--- src/rtl/lfo_pkg.sv ---
// Shared encodings and quarter-wave sine table generator for the LFO bank.
package lfo_pkg;

   typedef enum logic [1:0] {
      LFO_SINE = 2'd0,
      LFO_TRI  = 2'd1,
      LFO_SAW  = 2'd2,
      LFO_SQR  = 2'd3
   } lfo_mode_e;

   typedef enum logic [1:0] {
      CFG_KFREQ = 2'd0,
      CFG_AMP   = 2'd1,
      CFG_MODE  = 2'd2,
      CFG_PHASE = 2'd3
   } lfo_cfg_sel_e;

   // pi/2 in unsigned Q60 fixed point
   localparam logic [127:0] HALF_PI_Q60 = 128'h1921FB54442D1846;

   // round((2^(ww-1)-1) * sin(pi/2 * (k+0.5) / 2^qb)), evaluated at elaboration
   // with a Horner-form Taylor series in Q60 so rounding is exact for the table sizes used.
   function automatic int lut_entry(input int k, input int qb, input int ww);
      logic [127:0] one, x, x2, h, s;
      one = 128'd1 << 60;
      x   = (HALF_PI_Q60 * 128'(2 * k + 1)) >> (qb + 1);
      x2  = (x * x) >> 60;
      h   = one;
      for (int n = 8; n >= 1; n--) begin
         h = one - ((x2 * h) >> 60) / 128'((2 * n) * (2 * n + 1));
      end
      s = (x * h) >> 60;
      s = (s * 128'((1 << (ww - 1)) - 1) + (one >> 1)) >> 60;
      return int'(s);
   endfunction

endpackage

--- src/rtl/lfo_sin_lut.sv ---
// Registered quarter-wave sine ROM with quadrant folding and negation.
// A second read port exists only when LFO_QUAD_EN is defined.
module lfo_sin_lut
   import lfo_pkg::*;
#(
   parameter int unsigned WW = 16,
   parameter int unsigned QB = 8
) (
   input  logic                 mclk,
   input  logic [QB+1:0]        addr_a,
   output logic signed [WW-1:0] data_a
`ifdef LFO_QUAD_EN
   ,
   input  logic [QB+1:0]        addr_b,
   output logic signed [WW-1:0] data_b
`endif
);

   logic [WW-2:0] rom [2**QB];

   for (genvar k = 0; k < 2**QB; k++) begin : g_rom
      localparam int Entry = lut_entry(k, QB, WW);
      assign rom[k] = Entry[WW-2:0];
   end

   // Address is {quadrant, index}; odd quadrants read mirrored, upper half negated.
   function automatic logic signed [WW-1:0] fold(input logic [QB+1:0] a);
      logic [QB-1:0]        idx;
      logic signed [WW-1:0] mag;
      idx = a[QB] ? ~a[QB-1:0] : a[QB-1:0];
      mag = $signed({1'b0, rom[idx]});
      return a[QB+1] ? -mag : mag;
   endfunction

   always_ff @(posedge mclk) begin
      data_a <= fold(addr_a);
`ifdef LFO_QUAD_EN
      data_b <= fold(addr_b);
`endif
   end

endmodule

--- src/rtl/lfo_bank.sv ---
// Time-multiplexed LFO bank: one shared phase/LUT/multiply pipeline swept across all
// channels per tick. Define LFO_QUAD_EN for the quadrature (lfo_cos) path.
module lfo_bank
   import lfo_pkg::*;
#(
   parameter int unsigned NCH = 4,
   parameter int unsigned PW  = 20,
   parameter int unsigned FW  = 9,
   parameter int unsigned AW  = 15,
   parameter int unsigned WW  = 16,
   parameter int unsigned QB  = 8,
   localparam int unsigned OW = WW + AW,
   localparam int unsigned CW = $clog2(NCH)
) (
   input  logic              mclk,
   input  logic              reset,
   input  logic              tick,
   input  logic              cfg_we,
   input  logic [CW-1:0]     cfg_ch,
   input  logic [1:0]        cfg_sel,
   input  logic [31:0]       cfg_wdata,
   input  logic              ovr_clr,
   output logic [NCH*OW-1:0] lfo_sin,
   output logic [NCH*OW-1:0] lfo_cos,
   output logic              busy,
   output logic              done,
   output logic              overrun
);

   localparam logic [WW-1:0] SqrPos  = {1'b0, {(WW-1){1'b1}}};
   localparam logic [WW-1:0] SqrNeg  = ~SqrPos + 1'b1;
   localparam logic [WW:0]   Quarter = {2'b01, {(WW-1){1'b0}}};
   localparam logic [CW-1:0] LastCh  = CW'(NCH - 1);

   logic [PW-1:0] phase_q [NCH];
   logic [FW-1:0] kfreq_q [NCH];
   logic [AW-1:0] amp_q   [NCH];
   logic [1:0]    mode_q  [NCH];

   logic          run_q, busy_q, done_q, ovr_q;
   logic [CW-1:0] cnt_q;

   logic          s1_valid_q, s2_valid_q;
   logic [CW-1:0] s1_ch_q, s2_ch_q;
   logic [1:0]    s1_mode_q, s2_mode_q;
   logic [AW-1:0] s1_amp_q, s2_amp_q;
   logic [WW:0]   s1_top_q;
   logic signed [WW-1:0] s2_wave_q;

   logic [OW*NCH-1:0] lfo_sin_q;
   logic [PW-1:0]     phase_acc;
   logic              end_sweep, start;
   logic              unused_wdata;

   // Top WW+1 phase bits: p[PW-1 -: WW+1]. Saw uses the upper WW, triangle the lower WW.
   function automatic logic signed [WW-1:0] wave_fn(input logic [1:0] m, input logic [WW:0] pt);
      logic [WW-1:0] u, t, w;
      u = pt[WW-1:0];
      t = pt[WW:1];
      case (m)
         LFO_TRI: w = (pt[WW] ? ~u : u) ^ {1'b1, {(WW-1){1'b0}}};
         LFO_SAW: w = {~t[WW-1], t[WW-2:0]};
         LFO_SQR: w = pt[WW] ? SqrNeg : SqrPos;
         default: w = '0;
      endcase
      return $signed(w);
   endfunction

   assign unused_wdata = ^cfg_wdata[31:PW];
   assign phase_acc    = phase_q[cnt_q] + PW'(kfreq_q[cnt_q]);
   assign end_sweep    = s2_valid_q && (s2_ch_q == LastCh);
   // A tick on the edge where busy falls starts the next sweep.
   assign start        = tick && (!busy_q || end_sweep);

   always_ff @(posedge mclk) begin
      if (reset) begin
         run_q  <= 1'b0;
         cnt_q  <= '0;
         busy_q <= 1'b0;
         done_q <= 1'b0;
         ovr_q  <= 1'b0;
      end else begin
         done_q <= end_sweep;
         ovr_q  <= (ovr_q & ~ovr_clr) | (tick & busy_q & ~end_sweep);
         if (start) begin
            run_q  <= 1'b1;
            cnt_q  <= '0;
            busy_q <= 1'b1;
         end else begin
            if (end_sweep) busy_q <= 1'b0;
            if (run_q) begin
               cnt_q <= cnt_q + 1'b1;
               if (cnt_q == LastCh) run_q <= 1'b0;
            end
         end
      end
   end

   // A phase write after the accumulate step in the same cycle overrides it.
   always_ff @(posedge mclk) begin
      if (reset) begin
         for (int i = 0; i < NCH; i++) begin
            phase_q[i] <= '0;
            kfreq_q[i] <= '0;
            amp_q[i]   <= '0;
            mode_q[i]  <= '0;
         end
      end else begin
         if (run_q) phase_q[cnt_q] <= phase_acc;
         if (cfg_we) begin
            unique case (cfg_sel)
               CFG_KFREQ: kfreq_q[cfg_ch] <= cfg_wdata[FW-1:0];
               CFG_AMP:   amp_q[cfg_ch]   <= cfg_wdata[AW-1:0];
               CFG_MODE:  mode_q[cfg_ch]  <= cfg_wdata[1:0];
               CFG_PHASE: phase_q[cfg_ch] <= cfg_wdata[PW-1:0];
            endcase
         end
      end
   end

   always_ff @(posedge mclk) begin
      if (reset) begin
         s1_valid_q <= 1'b0;
         s2_valid_q <= 1'b0;
      end else begin
         s1_valid_q <= run_q;
         s2_valid_q <= s1_valid_q;
      end
      s1_ch_q   <= cnt_q;
      s1_mode_q <= mode_q[cnt_q];
      s1_amp_q  <= amp_q[cnt_q];
      s1_top_q  <= phase_acc[PW-1 -: WW+1];
      s2_ch_q   <= s1_ch_q;
      s2_mode_q <= s1_mode_q;
      s2_amp_q  <= s1_amp_q;
      s2_wave_q <= wave_fn(s1_mode_q, s1_top_q);
   end

   logic [QB+1:0]        lut_addr_a;
   logic signed [WW-1:0] lut_data_a, sin_sel;
   logic signed [OW-1:0] sin_x, amp_x, sin_prod;

   assign lut_addr_a = s1_top_q[WW -: QB+2];

`ifdef LFO_QUAD_EN
   logic [WW:0]          top_cos;
   logic [QB+1:0]        lut_addr_b;
   logic signed [WW-1:0] lut_data_b, cos_sel, s2_wave_c_q;
   logic signed [OW-1:0] cos_x, cos_prod;
   logic [OW*NCH-1:0]    lfo_cos_q;

   assign top_cos    = s1_top_q + Quarter;
   assign lut_addr_b = top_cos[WW -: QB+2];

   always_ff @(posedge mclk) begin
      s2_wave_c_q <= wave_fn(s1_mode_q, top_cos);
   end
`endif

   lfo_sin_lut #(
      .WW (WW),
      .QB (QB)
   ) u_lut (
      .mclk   (mclk),
      .addr_a (lut_addr_a),
      .data_a (lut_data_a)
`ifdef LFO_QUAD_EN
      ,
      .addr_b (lut_addr_b),
      .data_b (lut_data_b)
`endif
   );

   assign sin_sel  = (s2_mode_q == LFO_SINE) ? lut_data_a : s2_wave_q;
   assign sin_x    = OW'(sin_sel);
   assign amp_x    = OW'(s2_amp_q);
   assign sin_prod = sin_x * amp_x;

   always_ff @(posedge mclk) begin
      if (reset) lfo_sin_q <= '0;
      else if (s2_valid_q) lfo_sin_q[s2_ch_q*OW +: OW] <= sin_prod;
   end

`ifdef LFO_QUAD_EN
   assign cos_sel  = (s2_mode_q == LFO_SINE) ? lut_data_b : s2_wave_c_q;
   assign cos_x    = OW'(cos_sel);
   assign cos_prod = cos_x * amp_x;

   always_ff @(posedge mclk) begin
      if (reset) lfo_cos_q <= '0;
      else if (s2_valid_q) lfo_cos_q[s2_ch_q*OW +: OW] <= cos_prod;
   end

   assign lfo_cos = lfo_cos_q;
`else
   assign lfo_cos = '0;
`endif

   assign lfo_sin = lfo_sin_q;
   assign busy    = busy_q;
   assign done    = done_q;
   assign overrun = ovr_q;

endmodule
--- config.mk ---
export PLATFORM = sky130hd
export DESIGN_NAME = lfo_bank
export DESIGN_NICKNAME = d
export VERILOG_FILES = /design/src/rtl/lfo_pkg.sv /design/src/rtl/lfo_sin_lut.sv /design/src/rtl/lfo_bank.sv
export SDC_FILE = /design/constraint.sdc
export NUM_CORES = 2
export LEC_CHECK = 0
export ABC_AREA = 1
export BUFFER_PORTS_ARGS = -buffer_cell sky130_fd_sc_hd__buf_4
export CORE_AREA = 4 4 249 251
export DETAILED_ROUTE_END_ITERATION = 7
export DIE_AREA = 0 0 253 255
export GPL_ROUTABILITY_DRIVEN = 1
export PLACE_DENSITY_LB_ADDON = 0.15
export SYNTH_ARGS = -nofsm -noshare
export SYNTH_HDL_FRONTEND = slang
export SYNTH_SLANG_ARGS = --single-unit
export TNS_END_PERCENT = 5
--- constraint.sdc ---
create_clock -name mclk -period 6 [get_ports mclk]
set_clock_uncertainty 0.1 [all_clocks]
set_input_delay 0.3 -clock mclk [delete_from_list [all_inputs] [get_ports mclk]]
set_output_delay 0.3 -clock mclk [all_outputs]
set_load 0.01 [all_outputs]
# After elaboration in Yosys (flattened, before gate mapping)
# Memory sizes are Yosys's and may differ from the RTL's. A register that Yosys moved wholly into a read port is not among the register bits.
# Cells that the tools add are included.
# Widths: inputs -> output; s select.
[totals]
ff_bits = 202
in_bits = 41
mem_bits_rw = 184
romBits = 3840
mem_count = 5
output_inout_bits = 251
[mem_list]
columns = ["memory", "words", "width", "read_ports", "rd_ports_with_merged_regs", "write_ports", "line_no", "rtl"]
rows = [
  ["(no name shown)", 256, 15, 1, 0, 0, "lfo_sin_lut.sv:31", "mag = $signed({1'b0, rom[idx]});"],
  ["phase_q", 4, 20, 1, 1, 4, "lfo_bank.sv:35", "logic [PW-1:0] phase_q [NCH];"],
  ["amp_q", 4, 15, 1, 1, 4, "lfo_bank.sv:37", "logic [AW-1:0] amp_q [NCH];"],
  ["kfreq_q", 4, 9, 1, 1, 4, "lfo_bank.sv:36", "logic [FW-1:0] kfreq_q [NCH];"],
  ["mode_q", 4, 2, 1, 1, 4, "lfo_bank.sv:38", "logic [1:0] mode_q [NCH];"],
]
[op_classes]
add_sub_neg = 4
bitwise_logic = 11
mux = 54
order_cmp = 1
n_reduce_logical = 13
shifts = 2
mul = 2
n_eq_ne = 8
[ops]
columns = ["operator", "count"]
rows = [
  ["$bwmux 124", 1],
  ["$shift 31x34->124 const A", 1],
  ["$shiftx 31x34->124", 1],
  ["$mux 15", 4],
  ["$mux 16", 3],
  ["$pmux 16 s3", 1],
  ["$mux 20", 2],
  ["$reduce_or 20->1", 2],
  ["$neg 7->34", 1],
  ["$mul 16x16->31", 1],
  ["$mux 1", 31],
  ["$add 20x9->20", 1],
  ["$mux 2", 10],
  ["$neg 15->16", 1],
  ["$not 16->16", 1],
  ["$reduce_or 15->1", 1],
  ["$eq 2x2->1 const B", 6],
  ["$ge 9x9->1 const B", 1],
  ["$mux 9", 1],
  ["$not 8->9", 1],
  ["$reduce_or 9->1", 1],
  ["$mux 8", 1],
  ["$not 8->8", 1],
  ["$mul 2x5->7 const B", 1],
  ["11 further kinds", 20],
]

# Longest topological paths before layout
[depth]
word_depth = 8
depth_mapped = 31
ltp_nobuf = 29

# Hierarchy
# Synthesis repeated with hierarchy kept, for this count alone.
[hier_totals]
hier_cells = 3976
hier_area_um2 = 30785.8
[modules_own_cells]
columns = ["mod", "area_each_um2", "n_inst", "cells_per_inst", "seq_area_each_um2"]
rows = [
  ["lfo_bank", 26465.4, 1, 3102, 9629.2],
  ["lfo_sin_lut", 4320.4, 1, 874, 320.3],
]

# Least setup slack after synthesis
# No wires, ideal clock.
[synth_timing]
path_type = "register to register"
start = "register s2_mode_q[1]"
end = "register lfo_sin_q[113], in the netlist lfo_sin[113]"
n_path_buf = 1
setup_time_ns = 0.070
path_slack_ns = -0.425
stages_incl_launch_ff = 27
required_time_ns = 5.830
t_arrival_ns = 6.255
path_cell_list = "dfxtp_1 nor2_2 inv_1 clkbuf_1 or2_2 o21ai_1 clkinv_1 nand2_1 fa_1 fa_1 inv_1 fa_1 fa_1 fa_1 inv_1 fa_1 inv_1 ha_1 a21oi_1 a21boi_0 o21ai_0 a21oi_1 o21ai_0 xor2_1 and2_1 nand3_1 a21oi_1"
[synth_between]
elab_chain_cells = 5
[synth_rtl]
columns = ["element", "line_no", "rtl"]
rows = [
  ["from (decl)", "lfo_bank.sv:45", "logic [1:0] s1_mode_q, s2_mode_q;"],
  ["from (signal assigned)", "lfo_bank.sv:134", "s2_mode_q <= s1_mode_q;"],
  ["$logic_not 2->1", "lfo_bank.sv:174", "assign sin_sel = (s2_mode_q == LFO_SINE) ? lut_data_a : s2_wave_q;"],
  ["$mux 16", "lfo_bank.sv:174", ""],
  ["$mul 16x16->31", "lfo_bank.sv:177", "assign sin_prod = sin_x * amp_x;"],
  ["$shiftx 31x34->124", "lfo_bank.sv:181", "else if (s2_valid_q) lfo_sin_q[s2_ch_q*OW +: OW] <= sin_prod;"],
  ["$bwmux 124", "lfo_bank.sv:181", ""],
  ["to (signal, indexed assignment)", "lfo_bank.sv:181", ""],
  ["to (decl)", "lfo_bank.sv:50", "logic [OW*NCH-1:0] lfo_sin_q;"],
]
# No other way between the ends.
# A chain may end at the register's enable or synchronous reset.

# Worst setup path in the final report
[layout_timing]
start = "register s2_mode_q[0]"
end = "register lfo_sin_q[119], in the netlist lfo_sin[119]"
# Same word-level chain as after synthesis.

==> impl_metrics.prom <==
# TYPE chip_impl_metric gauge
chip_impl_metric{name="area_share_of_and_or_nand_nor_cells_after_synthesis",unit="%"} 23.59
chip_impl_metric{name="synthesis.area",unit="µm²"} 30900
chip_impl_metric{name="grt.overflow.total",unit=""} 0
chip_impl_metric{name="report.final.hold_viol_count",unit=""} 0
chip_impl_metric{name="post_route_cell_area",unit="µm²"} 36400
chip_impl_metric{name="post_synth.cell_area_avg",unit="µm²"} 7.828
chip_impl_metric{name="gp_congestion",unit=""} 1.021
chip_impl_metric{name="netlist_instances",unit=""} 3948
chip_impl_metric{name="routed_wire_length_per_instance",unit="µm"} 19.70
chip_impl_info{name="worst_setup_ep_type",value="flip-flop"} 1
chip_impl_metric{name="drtPass1Iterations",unit=""} 6
chip_impl_info{name="violations",value="setup timing"} 1
chip_impl_metric{name="cts.clk_slew.worst_paths",unit="ps"} 60
chip_impl_info{name="critical_path.slowest_cell",value="fa_2"} 1
chip_impl_metric{name="ant_nets",unit=""} 0
chip_impl_metric{name="drive_above_1_share",unit="%"} 17.48
chip_impl_metric{name="first_pass_grt_wire_length",unit="mm"} 152.2
chip_impl_info{name="cp-startpoint",value="s2_mode_q[0]"} 1
chip_impl_metric{name="postSynth.asyncResetShare",unit="%"} 0
chip_impl_metric{name="number_of_max_capacitance_violations_reported",unit=""} 0
chip_impl_metric{name="synth_seq_area_share",unit="%"} 32.19
chip_impl_metric{name="cts_buffer_depth",unit=""} 3
chip_impl_metric{name="antenna_found_initial",unit=""} 1
chip_impl_metric{name="drc",unit=""} 0
chip_impl_metric{name="fp.dieArea",unit="µm²"} 64520
chip_impl_metric{name="final_worst_path_period_share",unit="%"} 105.5
chip_impl_metric{name="first_global_vias",unit=""} 26470
chip_impl_metric{name="cts_inserted_buffers",unit=""} 43
chip_impl_info{name="holdCritStartpoint",value="cfg_sel[0]"} 1
chip_impl_info{name="dominant_register_cell_in_the_synthesized_netlist",value="dfxtp_1"} 1
chip_impl_metric{name="ioPinCount",unit=""} 292
chip_impl_metric{name="clock_insertion_delay_worst_skew",unit="ps"} 590
chip_impl_metric{name="met3_length",unit="mm"} 8.711
chip_impl_metric{name="initialDrtViolationCount",unit=""} 2667
chip_impl_metric{name="yosysWarningCount",unit=""} 0
chip_impl_info{name="worst_min_delay_path_class",value="primary input to flip-flop"} 1
chip_impl_metric{name="placed_cell_area",unit="µm²"} 33970
chip_impl_metric{name="slew_headroom",unit="%"} 23.17
chip_impl_metric{name="io_buffers",unit=""} 155
chip_impl_metric{name="setup_violations",unit=""} 70
chip_impl_metric{name="grt_max_degree",unit=""} 89
chip_impl_metric{name="clock_sink_count",unit=""} 405
chip_impl_metric{name="areaGrowthSynthToFinish",unit="%"} 17.79
chip_impl_info{name="timing_worst_setup_path_type",value="flip-flop to flip-flop"} 1
chip_impl_metric{name="path_max_fanout",unit=""} 14
chip_impl_info{name="combinational_family_with_the_most_area_after_synthesis",value="simple AND/OR/NAND/NOR gates"} 1
chip_impl_metric{name="vias",unit=""} 27690
chip_impl_metric{name="synth.area.mux_share",unit="%"} 0
chip_impl_metric{name="achievable-frequency",unit="MHz"} 158.0
chip_impl_metric{name="n_antenna_cell",unit=""} 0
chip_impl_info{name="dominant_cells_by_area_after_synthesis",value="edfxtp_1 18%, fa_1 16%, dfxtp_1 14%, nand2_1 11%, inv_1 5.8%"} 1
chip_impl_metric{name="groute.usage.overall",unit="%"} 30.10
chip_impl_info{name="post-synth-top-area-cell",value="edfxtp_1"} 1
chip_impl_metric{name="synth_xor_area_share",unit="%"} 1.753
chip_impl_metric{name="r2r_setup_slack",unit="ps"} -330
chip_impl_metric{name="initial_utilization",unit="%"} 51.59
chip_impl_metric{name="nFillCells",unit=""} 5396
chip_impl_info{name="startpoint_type",value="flip-flop"} 1
chip_impl_metric{name="fp-row-count",unit=""} 90
chip_impl_metric{name="number_of_enable_flip_flop_cells_after_synthesis",unit=""} 184
chip_impl_info{name="grt_setup_unrepaired",value="yes"} 1
chip_impl_metric{name="net_count_reported_at_finish",unit=""} 4651
chip_impl_metric{name="critPathRequiredTime",unit="ps"} 6410
chip_impl_metric{name="design.core.area",unit="µm²"} 59910
chip_impl_metric{name="critPathArrivalTime",unit="ps"} 6740
chip_impl_metric{name="ys_types",unit=""} 54
chip_impl_metric{name="synthAdderAreaFrac",unit="%"} 20.70
chip_impl_metric{name="post_layout_worst_setup_margin",unit="ps"} -329.5
chip_impl_metric{name="synth-compound-area-share",unit="%"} 9.891
chip_impl_metric{name="tns",unit="ps"} -13080
chip_impl_info{name="tritoncts",value="done"} 1
chip_impl_metric{name="timing_worst_slew_pin_value",unit="ps"} 1149
chip_impl_metric{name="final_core_util",unit="%"} 60.76
chip_impl_metric{name="cts_max_level",unit=""} 2
chip_impl_metric{name="route.met2.wl",unit="mm"} 46.72
chip_impl_metric{name="wl",unit="mm"} 99.72
chip_impl_info{name="root_buffer",value="clkbuf_16"} 1
chip_impl_metric{name="synth.top_cell.area_share",unit="%"} 17.88
chip_impl_metric{name="drt-vias-per-instance",unit=""} 5.469
chip_impl_metric{name="wl_met1",unit="mm"} 39.97
chip_impl_metric{name="max_stage_delay",unit="ps"} 640
chip_impl_metric{name="timing_max_transition_violations_final",unit=""} 0
chip_impl_metric{name="post-dp-hpwl",unit="mm"} 73.52
chip_impl_metric{name="die_h",unit="µm"} 255
chip_impl_metric{name="min_period",unit="ps"} 6329
chip_impl_metric{name="final.hold.worst_slack",unit="ps"} 123.8
chip_impl_metric{name="synth_seq_cells",unit=""} 405
chip_impl_info{name="r2r-start",value="s2_mode_q[0]"} 1
chip_impl_info{name="run_status",value="complete, but fails checks"} 1
chip_impl_info{name="dr.max_layer_used",value="met5"} 1
chip_impl_metric{name="dieWidth",unit="µm"} 253
[placed cells by master (no fill, tap or decap), types with 104 or more instances in the layout]
| master | n |
|---|---|
| conb_1 | 124 |
| ha_1 | 104 |
| nor2_1 | 434 |
| nand3_1 | 255 |
| a21oi_1 | 174 |
| buf_4 | 397 |
| dfxtp_1 | 219 |
| nand2_1 | 896 |
| fa_1 | 230 |
| o21ai_0 | 139 |
| inv_1 | 453 |
| edfxtp_1 | 184 |
[final cells by class]
type,count,area (µm²),area share (%)
Timing Repair Buffer,441,3588,9.858
Tap cell,782,978.4,2.688
Multi-Input combinational cell,2852,18590,51.07
Sequential cell,405,9952,27.34
Timing Repair inverter,2,10.01,0.02750
Inverter,500,1912,5.252
Clock inverter,22,175.2,0.4812
Clock buffer,58,1194,3.279
[synthesized netlist by cell type, types with 95 or more instances]
cell type	instances
o21ai_0	156
nor2_1	457
fa_1	244
dfxtp_1	221
ha_1	121
clkbuf_1	128
o22ai_1	95
inv_1	479
edfxtp_1	184
nand2_1	909
buf_4	131
nand3_1	259
a21oi_1	198
[per-stage QoR]
step,std cells,worst slack (ps)
6_report,5062,-329.5
5_1_grt,5062,-617.5
4_1_cts,5059,-328.2
3_5_place_dp,4944,-680.1
3_3_place_gp,4944,-634.9
2_1_floorplan,4071,-24.80
[sequential cells by signal (all words and copies together), names as in the netlist, 2 cells and up, named ones only]
signal	cells
mode_q	8
s1_amp_q	15
phase_q	80
s1_mode_q	2
lfo_sin	124
kfreq_q	36
s1_top_q	17
u_lut.data_a	16
amp_q	60
cnt_q	2
s2_amp_q	15
s1_ch_q	2
s2_ch_q	2
s2_mode_q	2
s2_wave_q	16
[layer usage]
metal | track usage, % | vias to the layer above
met5 | 0 | -
met4 | 11.39 | 2
met3 | 4.034 | 279
met2 | 49.27 | 1393
met1 | 41.22 | 13050
li1 | - | 12960
[worst max-delay path: cells and delay by family, from the launching register on]
kind	cells	cell delay, ps
AOI/OAI and AO/OA	2	280
xor gates and xnor gates	1	190
adders and majority gates	7	3180
buffers and inverters	8	860
DFF	1	320
and+or+nand+nor	11	1330
[final timing paths]
path / endpoint / cells past startpoint
min reg2reg: s2_amp_q[8] / 0
max reg2reg: lfo_sin[119] / 29
min: mode_q[0][0] / 4
max: lfo_sin[119] / 29
[kinds of logic after synthesis]
group | after synthesis
compound gates | 550
xor+xnor | 61
fa+ha+maj | 365
buf+inv | 814
flops | 405
other cells | 1
simple gates | 1752
[timing repair]
| item | 4_1_cts | 5_1_grt |
|---|---|---|
| pin swaps | 33 | 18 |
| hold buffers | 21 | 0 |
| hold endpoints to repair | 31 | 0 |
| setup buffers | 13 | 2 |
| cloned | 1 | 1 |
| gates resized for setup | 120 | 60 |
| setup endpoints to repair | 86 | 90 |
Power is not shown: default switching activity piles up to over one toggle a cycle in this logic, so the estimate is an artifact.
